## config.mk

```make
export PLATFORM = sky130hd
export DESIGN_NAME = axi_frame_packer_flat
export DESIGN_NICKNAME = d
export VERILOG_FILES = /design/src/rtl/axi_frame_packer_if.sv /design/src/rtl/axi_frame_packer.sv /design/src/flat_wrapper.sv
export SDC_FILE = /design/constraint.sdc
export NUM_CORES = 1
export LEC_CHECK = 0
export CAP_MARGIN = 10
export CORE_UTILIZATION = 30
export CTS_BUF_LIST = sky130_fd_sc_hd__clkbuf_4
export CTS_CLUSTER_DIAMETER = 30
export DETAILED_ROUTE_END_ITERATION = 6
export HOLD_SLACK_MARGIN = 0.08
export PLACE_DENSITY_LB_ADDON = 0.2
export SLEW_MARGIN = 15
export SYNTH_ARGS = -nofsm -noshare
export SYNTH_HDL_FRONTEND = slang
export SYNTH_SLANG_ARGS = --single-unit
```

## constraint.sdc

```tcl
create_clock -name clk -period 4.1 [get_ports clk]
set_clock_uncertainty 0.2 [all_clocks]
set_input_delay 1.025 -clock clk [delete_from_list [all_inputs] [get_ports clk]]
set_output_delay 1.025 -clock clk [all_outputs]
set_load 0.01 [all_outputs]
```

## src/rtl/axi_frame_packer_if.sv

```systemverilog
//------------------------------------------------------------------------------
// Module      : axi_if
// Description : AXI-Stream bundle (tdata/tvalid/tready/tlast/tuser) with
//               master and slave modports.
// Revision    : 1.0 - initial release
//------------------------------------------------------------------------------
`default_nettype none

interface axi_if #(
    parameter int DATA_W = 32,
    parameter int USER_W = 8
);
    logic [DATA_W-1:0] tdata;
    logic              tvalid;
    logic              tready;
    logic              tlast;
    logic [USER_W-1:0] tuser;

    modport master (output tdata, output tvalid, output tlast, output tuser, input  tready);
    modport slave  (input  tdata, input  tvalid, input  tlast, input  tuser, output tready);
endinterface

`default_nettype wire

```

## src/rtl/axi_frame_packer.sv

```systemverilog
//------------------------------------------------------------------------------
// Module      : axi_frame_packer
// Description : Wraps each input AXI-Stream packet into header/payload/trailer
//               frames; optional trailer checksum under FRAME_CHECKSUM_EN.
// Revision    : 1.0 - initial release
//------------------------------------------------------------------------------
`default_nettype none

module axi_frame_packer #(
    parameter int         DATA_W    = 32,
    parameter int         USER_W    = 8,
    parameter int         MAX_BEATS = 256,
    parameter logic [7:0] SYNC      = 8'hA5
) (
    input  logic  clk,
    input  logic  rst_n,
    axi_if.slave  s_axi_if,
    axi_if.master m_axi_if
);

    generate
        if (DATA_W != 32) begin : g_bad_data_w
            $error("axi_frame_packer: DATA_W must be 32");
        end
        if (USER_W < 3 || USER_W > 8) begin : g_bad_user_w
            $error("axi_frame_packer: USER_W must be in 3..8");
        end
        if (MAX_BEATS < 1 || MAX_BEATS > 65535) begin : g_bad_max_beats
            $error("axi_frame_packer: MAX_BEATS must be in 1..65535");
        end
    endgenerate

    localparam logic [15:0] c_max_beats = 16'(MAX_BEATS);

    typedef enum logic [1:0] {
        ST_IDLE = 2'd0,
        ST_PAY  = 2'd1,
        ST_TRL  = 2'd2
    } state_t;

    state_t            r_state,  w_state_nxt;
    logic [31:0]       r_tdata,  w_tdata_nxt;
    logic [USER_W-1:0] r_tuser,  w_tuser_nxt;
    logic              r_tlast,  w_tlast_nxt;
    logic              r_tvalid, w_tvalid_nxt;
    logic [15:0]       r_seq,    w_seq_nxt;
    logic [15:0]       r_count,  w_count_nxt;
    logic              r_trunc,  w_trunc_nxt;

    logic              w_out_free;
    logic              w_s_tready;
    logic              w_accept;
    logic              w_hdr_load;
    logic [7:0]        w_chan;
    logic [15:0]       w_count_inc;
    logic [15:0]       w_csum;

    assign w_out_free  = !r_tvalid || m_axi_if.tready;
    assign w_s_tready  = (r_state == ST_PAY) && w_out_free;
    assign w_accept    = w_s_tready && s_axi_if.tvalid;
    assign w_hdr_load  = (r_state == ST_IDLE) && s_axi_if.tvalid && w_out_free;
    assign w_chan      = 8'(s_axi_if.tuser);
    assign w_count_inc = r_count + 16'd1;

`ifdef FRAME_CHECKSUM_EN
    logic [15:0] r_csum;

    always_ff @(posedge clk or negedge rst_n) begin
        if (!rst_n) begin
            r_csum <= 16'h0000;
        end else if (w_hdr_load) begin
            r_csum <= 16'h0000;
        end else if (w_accept) begin
            r_csum <= r_csum + s_axi_if.tdata[31:16] + s_axi_if.tdata[15:0];
        end
    end

    assign w_csum = r_csum;
`else
    assign w_csum = 16'h0000;
`endif

    always_ff @(posedge clk or negedge rst_n) begin
        if (!rst_n) begin
            r_state  <= ST_IDLE;
            r_tdata  <= '0;
            r_tuser  <= '0;
            r_tlast  <= 1'b0;
            r_tvalid <= 1'b0;
            r_seq    <= 16'h0000;
            r_count  <= 16'h0000;
            r_trunc  <= 1'b0;
        end else begin
            r_state  <= w_state_nxt;
            r_tdata  <= w_tdata_nxt;
            r_tuser  <= w_tuser_nxt;
            r_tlast  <= w_tlast_nxt;
            r_tvalid <= w_tvalid_nxt;
            r_seq    <= w_seq_nxt;
            r_count  <= w_count_nxt;
            r_trunc  <= w_trunc_nxt;
        end
    end

    always_comb begin
        w_state_nxt  = r_state;
        w_tdata_nxt  = r_tdata;
        w_tuser_nxt  = r_tuser;
        w_tlast_nxt  = r_tlast;
        // A free register with nothing new to load goes empty
        w_tvalid_nxt = w_out_free ? 1'b0 : r_tvalid;
        w_seq_nxt    = r_seq;
        w_count_nxt  = r_count;
        w_trunc_nxt  = r_trunc;

        case (r_state)
            ST_IDLE: begin
                // The first data beat stays on the input; only its tuser is read
                if (w_hdr_load) begin
                    w_tdata_nxt  = {SYNC, w_chan, r_seq};
                    w_tuser_nxt  = '0;
                    w_tlast_nxt  = 1'b0;
                    w_tvalid_nxt = 1'b1;
                    w_count_nxt  = 16'h0000;
                    w_state_nxt  = ST_PAY;
                end
            end
            ST_PAY: begin
                if (w_accept) begin
                    w_tdata_nxt  = s_axi_if.tdata;
                    w_tuser_nxt  = '0;
                    w_tuser_nxt[1:0] = 2'b01;
                    w_tlast_nxt  = 1'b0;
                    w_tvalid_nxt = 1'b1;
                    w_count_nxt  = w_count_inc;
                    if (s_axi_if.tlast) begin
                        w_trunc_nxt = 1'b0;
                        w_state_nxt = ST_TRL;
                    end else if (w_count_inc == c_max_beats) begin
                        w_trunc_nxt = 1'b1;
                        w_state_nxt = ST_TRL;
                    end
                end
            end
            ST_TRL: begin
                if (w_out_free) begin
                    w_tdata_nxt  = {r_count, w_csum};
                    w_tuser_nxt  = '0;
                    w_tuser_nxt[2:0] = {r_trunc, 2'b10};
                    w_tlast_nxt  = 1'b1;
                    w_tvalid_nxt = 1'b1;
                    w_seq_nxt    = r_seq + 16'd1;
                    w_state_nxt  = ST_IDLE;
                end
            end
            default: begin
                w_state_nxt = ST_IDLE;
            end
        endcase
    end

    assign s_axi_if.tready = w_s_tready;
    assign m_axi_if.tdata  = r_tdata;
    assign m_axi_if.tuser  = r_tuser;
    assign m_axi_if.tlast  = r_tlast;
    assign m_axi_if.tvalid = r_tvalid;

endmodule

`default_nettype wire

```

## src/flat_wrapper.sv

```systemverilog
// flat-port wrapper written by rule: the top's interface ports become plain ports
module axi_frame_packer_flat 
#(
    parameter int         DATA_W    = 32,
    parameter int         USER_W    = 8,
    parameter int         MAX_BEATS = 256,
    parameter logic [7:0] SYNC      = 8'hA5
)
  (clk, rst_n, s_axi_if_tdata, s_axi_if_tvalid, s_axi_if_tlast, s_axi_if_tuser, s_axi_if_tready, m_axi_if_tdata, m_axi_if_tvalid, m_axi_if_tlast, m_axi_if_tuser, m_axi_if_tready);
  axi_if #(.DATA_W(DATA_W), .USER_W(USER_W)) s_axi_if_i ();
  axi_if #(.DATA_W(DATA_W), .USER_W(USER_W)) m_axi_if_i ();
  input  logic clk;
  input  logic rst_n;
  input wire logic [$bits(s_axi_if_i.tdata)-1:0] s_axi_if_tdata;
  input wire logic [$bits(s_axi_if_i.tvalid)-1:0] s_axi_if_tvalid;
  input wire logic [$bits(s_axi_if_i.tlast)-1:0] s_axi_if_tlast;
  input wire logic [$bits(s_axi_if_i.tuser)-1:0] s_axi_if_tuser;
  output wire logic [$bits(s_axi_if_i.tready)-1:0] s_axi_if_tready;
  output wire logic [$bits(m_axi_if_i.tdata)-1:0] m_axi_if_tdata;
  output wire logic [$bits(m_axi_if_i.tvalid)-1:0] m_axi_if_tvalid;
  output wire logic [$bits(m_axi_if_i.tlast)-1:0] m_axi_if_tlast;
  output wire logic [$bits(m_axi_if_i.tuser)-1:0] m_axi_if_tuser;
  input wire logic [$bits(m_axi_if_i.tready)-1:0] m_axi_if_tready;
  assign s_axi_if_i.tdata = s_axi_if_tdata;
  assign s_axi_if_i.tvalid = s_axi_if_tvalid;
  assign s_axi_if_i.tlast = s_axi_if_tlast;
  assign s_axi_if_i.tuser = s_axi_if_tuser;
  assign s_axi_if_tready = s_axi_if_i.tready;
  assign m_axi_if_tdata = m_axi_if_i.tdata;
  assign m_axi_if_tvalid = m_axi_if_i.tvalid;
  assign m_axi_if_tlast = m_axi_if_i.tlast;
  assign m_axi_if_tuser = m_axi_if_i.tuser;
  assign m_axi_if_i.tready = m_axi_if_tready;
  axi_frame_packer #(.DATA_W(DATA_W), .USER_W(USER_W), .MAX_BEATS(MAX_BEATS), .SYNC(SYNC)) u_core (.clk(clk), .rst_n(rst_n), .s_axi_if(s_axi_if_i), .m_axi_if(m_axi_if_i));
endmodule
```

# [Word level (Yosys, flattened, before mapping)]
# Index checks and enable logic that the tools add are counted.
[word_totals] inputBits=45 elab_cells=60 out_inout_bits=43 register_bits=77
[classes] n_mux=28 add_sub_neg=2 n_eq_ne=7 reduce_logical=15
[ops] cell="two-way mux 32 bit" count=3
[ops] cell="one-hot mux 32 bit (3 select lines)" count=1
[ops] cell="adder 16 x 1 -> 16 bit (second input constant)" count=2
[ops] cell="two-way mux 16 bit" count=2
[ops] cell="one-hot mux 16 bit (2 select lines)" count=1
[ops] cell="two-way mux 8 bit" count=3
[ops] cell="one-hot mux 8 bit (3 select lines)" count=1
[ops] cell="== test 16 x 9 -> 1 bit (second input constant)" count=1
[ops] cell="two-way mux 2 bit" count=5
[ops] cell="two-way mux 1 bit" count=9
[ops] cell="AND reduction 4 bit" count=2
[ops] cell="inequality test 2 x 1 -> 1 bit (second input constant)" count=3
[ops] cell="one-hot mux 1 bit (3 select lines)" count=2
[ops] cell="one-hot mux 2 bit (3 select lines)" count=1
[ops] cell="AND reduction 3 bit" count=2
[ops] cell="logical AND 1 bit" count=4
[ops] cell="nonzero test 2 bit" count=2
[ops] cell="inequality test 3 bit (second input constant)" count=1
[ops] cell="nonzero test 3 bit" count=1
[ops] cell="== test 2 x 1 -> 1 bit (second input constant)" count=1
[ops] cell="== test 2 bit (second input constant)" count=1
[ops] cell="zero test 2 bit" count=1
[ops] cell="AND reduction 2 bit" count=1
[ops] cell="zero test 1 bit" count=1
[ops] cell="logical OR 1 bit" count=1

# [Depth between registers and ports, before layout]
[logic_depth] ltp_word=6 mapped_depth=10 ltp_nobuf=7

# [Worst setup path before layout]
# Ideal clock, no wire load.
[synth_timing] kind="in2reg" from="input m_axi_if_tready" to="register u_core.r_tdata[6], in the netlist u_core.m_axi_if.tdata[6]" arrival_ps=2487 setup_slack_ps=1288 path_stages=10 setup_time_ps=126 path_buffers=4 required_time_ps=3774 cell_sequence="nand2b_1 > buf_4 > and2_0 > clkbuf_1 > o22ai_1 > or2_2 > buf_2 > buf_2 > a221oi_1 > nor2_1"
[synth_between] elab_chain_len=5 elab_cells_between_ends=8 classes_between="eq/ne (3); reduce/logical (5)"
[synth_rtl] element="start, declared" line_no="flat_wrapper.sv:23" text="input wire logic [$bits(m_axi_if_i.tready)-1:0] m_axi_if_tready;"
[synth_rtl] element="logical OR 1 bit *" line_no="axi_frame_packer.sv:58" text="assign w_out_free = !r_tvalid || m_axi_if.tready;"
[synth_rtl] element="logical AND 1 bit" line_no="axi_frame_packer.sv:59" text="assign w_s_tready = (r_state == ST_PAY) && w_out_free;"
[synth_rtl] element="logical AND 1 bit" line_no="axi_frame_packer.sv:60" text="assign w_accept = w_s_tready && s_axi_if.tvalid;"
[synth_rtl] element="inequality test 2 x 1 -> 1 bit (no source line)"
[synth_rtl] element="AND reduction 4 bit (no source line) *"
[synth_rtl] element="end signal, assigned" line_no="axi_frame_packer.sv:95" text="r_tdata <= w_tdata_nxt;"
[synth_rtl] element="end, declared" line_no="axi_frame_packer.sv:42" text="logic [31:0] r_tdata, w_tdata_nxt;"
# Every way passes the cells marked *; elsewhere a longest branch is shown, timed or not.
# A chain may end at the register's enable or synchronous reset.

# [Worst setup path in the final report]
[layout_timing] from="input m_axi_if_tready" to="output s_axi_if_tready"
[layout_between] elab_chain_len=2
[layout_rtl] element="logical OR 1 bit" line_no="axi_frame_packer.sv:58"
[layout_rtl] element="logical AND 1 bit" line_no="axi_frame_packer.sv:59"
[layout_rtl] element="end, declared" line_no="flat_wrapper.sv:18" text="output wire logic [$bits(s_axi_if_i.tready)-1:0] s_axi_if_tready;"
# No other way between the ends.

==> reports/metrics.yaml <==
run_status:
  status: "finished clean"
clock_network:
  cts_tree: "yes"
  root_buffer: "clkbuf_4"
  cts.clk_slew.worst_paths_ns: 0.11
  clock-sinks: 71
  clock_latency_ns: 0.40
  cts_hold_buf: 0
  cts_buffers: 9
  cts_resized: 0
  clockBufferDepth: 2
  cts_htree_levels: 3
  cts_setup_buffers: 0
final_layout:
  multi_input_area_um2: 1820
  fillCellCount: 1258
  syn2layout_area_growth_pct: 25.3
  n_antenna_cell: 0
  final_nets: 532
  fin_util_pct: 39.3
  layout-drive-gt1-share_pct: 7.44
  seq_area_um2: 1780
logic_synthesis:
  synth_async_sr_flop_share_pct: 100
  yosysWarnings: 0
  synth.area.top_cells: "dfrtp_1, nor2_1, o21ai_0, nand2_1, a221oi_1"
  synth_seq_area_share_pct: 46.2
  syn-cell-area_um2: 3840
  avgSynthCellArea_um2: 9.13
  yosysTopAreaCell: "dfrtp_1"
  syn-instance-count: 421
  synth_top_area_share_pct: 46.2
  synth-seq-cells: 71
  synthFlopType: "dfrtp_1"
  synth_edf_count: 0
  synth.distinct_cells: 54
timing:
  slew_viol_final: 0
  final.setup.tns_ns: 0
  hold_viol_final: 0
  worstMarginPinSlew_ns: 1.11
  setup_violations: 0
  rsz0062_at_grt: "no"
  maxClockFrequency_mhz: 289
  fin_crit_ns: 3.46
  period_share_pct: 84.3
  slew_headroom_pct: 25.5
drt:
  vias: 3299
  vias_per_cell: 5.06
  finalWirelength_mm: 10.0
  drt_iter0_drc: 262
  postRouteAntennaNets: 0
  drc_errors: 0
  dr.pass1.iters: 4
  wl_per_cell_um: 15.4
floorplanning:
  io_pins: 88
  die_h_um: 115
  initial_core_util_pct: 31.3
  fp.dieW_um: 115
  num_rows: 40
  dieArea_um2: 13300
  coreArea_um2: 12300
worst_setup_path:
  reg2reg_from: "u_core.r_count[0]$_DFFE_PN0P_"
  arrival_ns: 2.23
  r2r_slack_ns: 1.13
  rr_endpoint: "u_core.r_state[0]$_DFFE_PN0P_"
  required_ns: 2.87
  path_class: "in2out"
  endpoint_kind: "output port"
  critPathLaunchType: "primary input"
  worstSetupEndpoint: "s_axi_if_tready"
  crit_path_start: "m_axi_if_tready"
  r2r_cells: 7
  path_max_fanout: 2
global_routing:
  antenna_found_initial: 0
  busiest_layer: "met2"
  grt_pass1_wl_mm: 16.4
  grt-ovfl-total: 0
  grt_util_met3_pct: 4.53
  grt_use_met2_pct: 26.4
  grtUsageTotal_pct: 16.2
  grt_pass1_vias: 3161
  grt_max_degree: 72
  met1_usage_pct: 21.0
place:
  hpwl_mm: 6.90
  place_congestion: 0.821
  portBuffers: 82
hold_path:
  hold_class: "reg2reg"
power:
  power_switching_w: 0.00119
  p_sw_share_pct: 40.9
  power_frac_seq_pct: 36.0
  internal-power_w: 0.00172
  power.density_nw_per_um2: 602
  irDropWorstVdd_v: 0.000322
  combPwrFrac_pct: 48.8
  p_leak_nw: 1.97
  p_clk_share_pct: 15.2
run:
  cap_violations: 0
-- layout by cell type (no fill, tap or decap), types with 3 or more instances in the layout --
cell type         n
a221oi_1         16
inv_1             6
clkdlybuf4s50_1  81
conb_1            5
o21ai_0          43
nand3_1          11
nand4_1           9
ha_1              7
nand2_1          49
and2_1            5
xnor2_1          14
and3_1            3
nor2_1           58
a21oi_1           6
a22oi_1          13
a32oi_1           4
xor2_1            6
dfrtp_1          71
nor3_1            3
clkbuf_4          9
buf_4             6
a31oi_1          11
-- flip-flops by register name, summed over array words and instances, names as in the netlist --
| register | flops |
|---|---|
| u_core.m_axi_if.tdata | 32 |
| u_core.m_axi_if.tuser | 3 |
| u_core.r_state | 2 |
| u_core.m_axi_if.tvalid | 1 |
| u_core.r_seq | 16 |
| u_core.r_trunc | 1 |
| u_core.r_count | 16 |
-- area by class of cell --
cell class / instances / share of cell area [%]
clock buffer: 9 / 1.40
clock inverter: 6 / 1.27
inverter: 6 / 0.468
multi-input combinational: 305 / 37.8
sequential: 71 / 36.9
tap: 168 / 4.36
timing repair buffer: 87 / 17.8
-- logic make-up (layout without fill, tap and decap cells) --
logic type | after synthesis | in the layout | share of synthesized area [%]
AND/OR/NAND/NOR | 159 | 159 | 19.9
other | 1 | 5 | 0.0976
AO/OA/AOI/OAI | 112 | 112 | 19.5
multiplexers | 2 | 2 | 0.553
buffers and inverters | 49 | 108 | 6.84
adder cells (fa/ha/maj) | 7 | 7 | 2.28
XOR/XNOR | 20 | 20 | 4.56
flip-flops | 71 | 71 | 46.2
-- power by group through the flow --
stage	registers, W	logic, W	clock network [W]
after global placement	0.00106	0.00141	0
after CTS	0.00105	0.00144	0.000464
after floorplan	0.00111	0.000796	0
final	0.00104	0.00142	0.000440
after global routing	0.00108	0.00158	0.000492
after detailed placement	0.00107	0.00144	0
-- worst min path at each step --
stage                                                     start                                    end  slack, ns  depth (start not counted)
after floorplan                    u_core.r_seq[15]$_DFFE_PN0P_           u_core.r_seq[15]$_DFFE_PN0P_       0.25                          1
after global placement     u_core.m_axi_if.tuser[2]$_DFFE_PN0P_   u_core.m_axi_if.tuser[2]$_DFFE_PN0P_       0.26                          2
after detailed placement  u_core.m_axi_if.tdata[18]$_DFFE_PN0P_  u_core.m_axi_if.tdata[18]$_DFFE_PN0P_       0.27                          2
after CTS                          u_core.r_seq[15]$_DFFE_PN0P_           u_core.r_seq[15]$_DFFE_PN0P_       0.30                          1
after global routing               u_core.r_seq[15]$_DFFE_PN0P_           u_core.r_seq[15]$_DFFE_PN0P_       0.33                          1
final                     u_core.m_axi_if.tdata[27]$_DFFE_PN0P_  u_core.m_axi_if.tdata[27]$_DFFE_PN0P_       0.30                          2
-- worst max-delay path, cell delays in order --
cell and delay, ns:
clkdlybuf4s50_1 0.44, nand2b_1 0.11, and2_1 0.12, clkdlybuf4s50_1 0.54
-- metal layers --
metal,vias to the layer above,part of all wire [%]
met5,-,0
met4,0,1.1
met3,10,4.9
met2,90,49
met1,1592,45
li1,1607,-
-- Yosys cell counts (3+ instances only) --
cell	number
dfrtp_1	71
nor2_1	59
nand2_1	49
o21ai_0	43
clkbuf_1	17
a221oi_1	16
xnor2_1	14
a22oi_1	13
buf_2	12
a31oi_1	11
nand3_1	11
buf_4	9
nand4_1	9
ha_1	7
a21oi_1	6
inv_1	6
xor2_1	6
and2_1	5
a32oi_1	4
buf_6	4
and3_1	3
nor3_1	3
-- metrics by stage --
stage                     hold WS [ns]  setup slack (ns)  cells  instance area, um^2  total power [W]
final                            0.295             0.642    652                 4820          0.00290
after global routing             0.327             0.604    652                 4820          0.00315
after CTS                        0.298             0.631    652                 4820          0.00296
after detailed placement         0.271             0.496    637                 4690          0.00250
after global placement           0.256             0.599    637                 4690          0.00247
after floorplan                  0.246              1.29    425                 3860          0.00190
No activity file was read; power rests on OpenSTA's default activity.
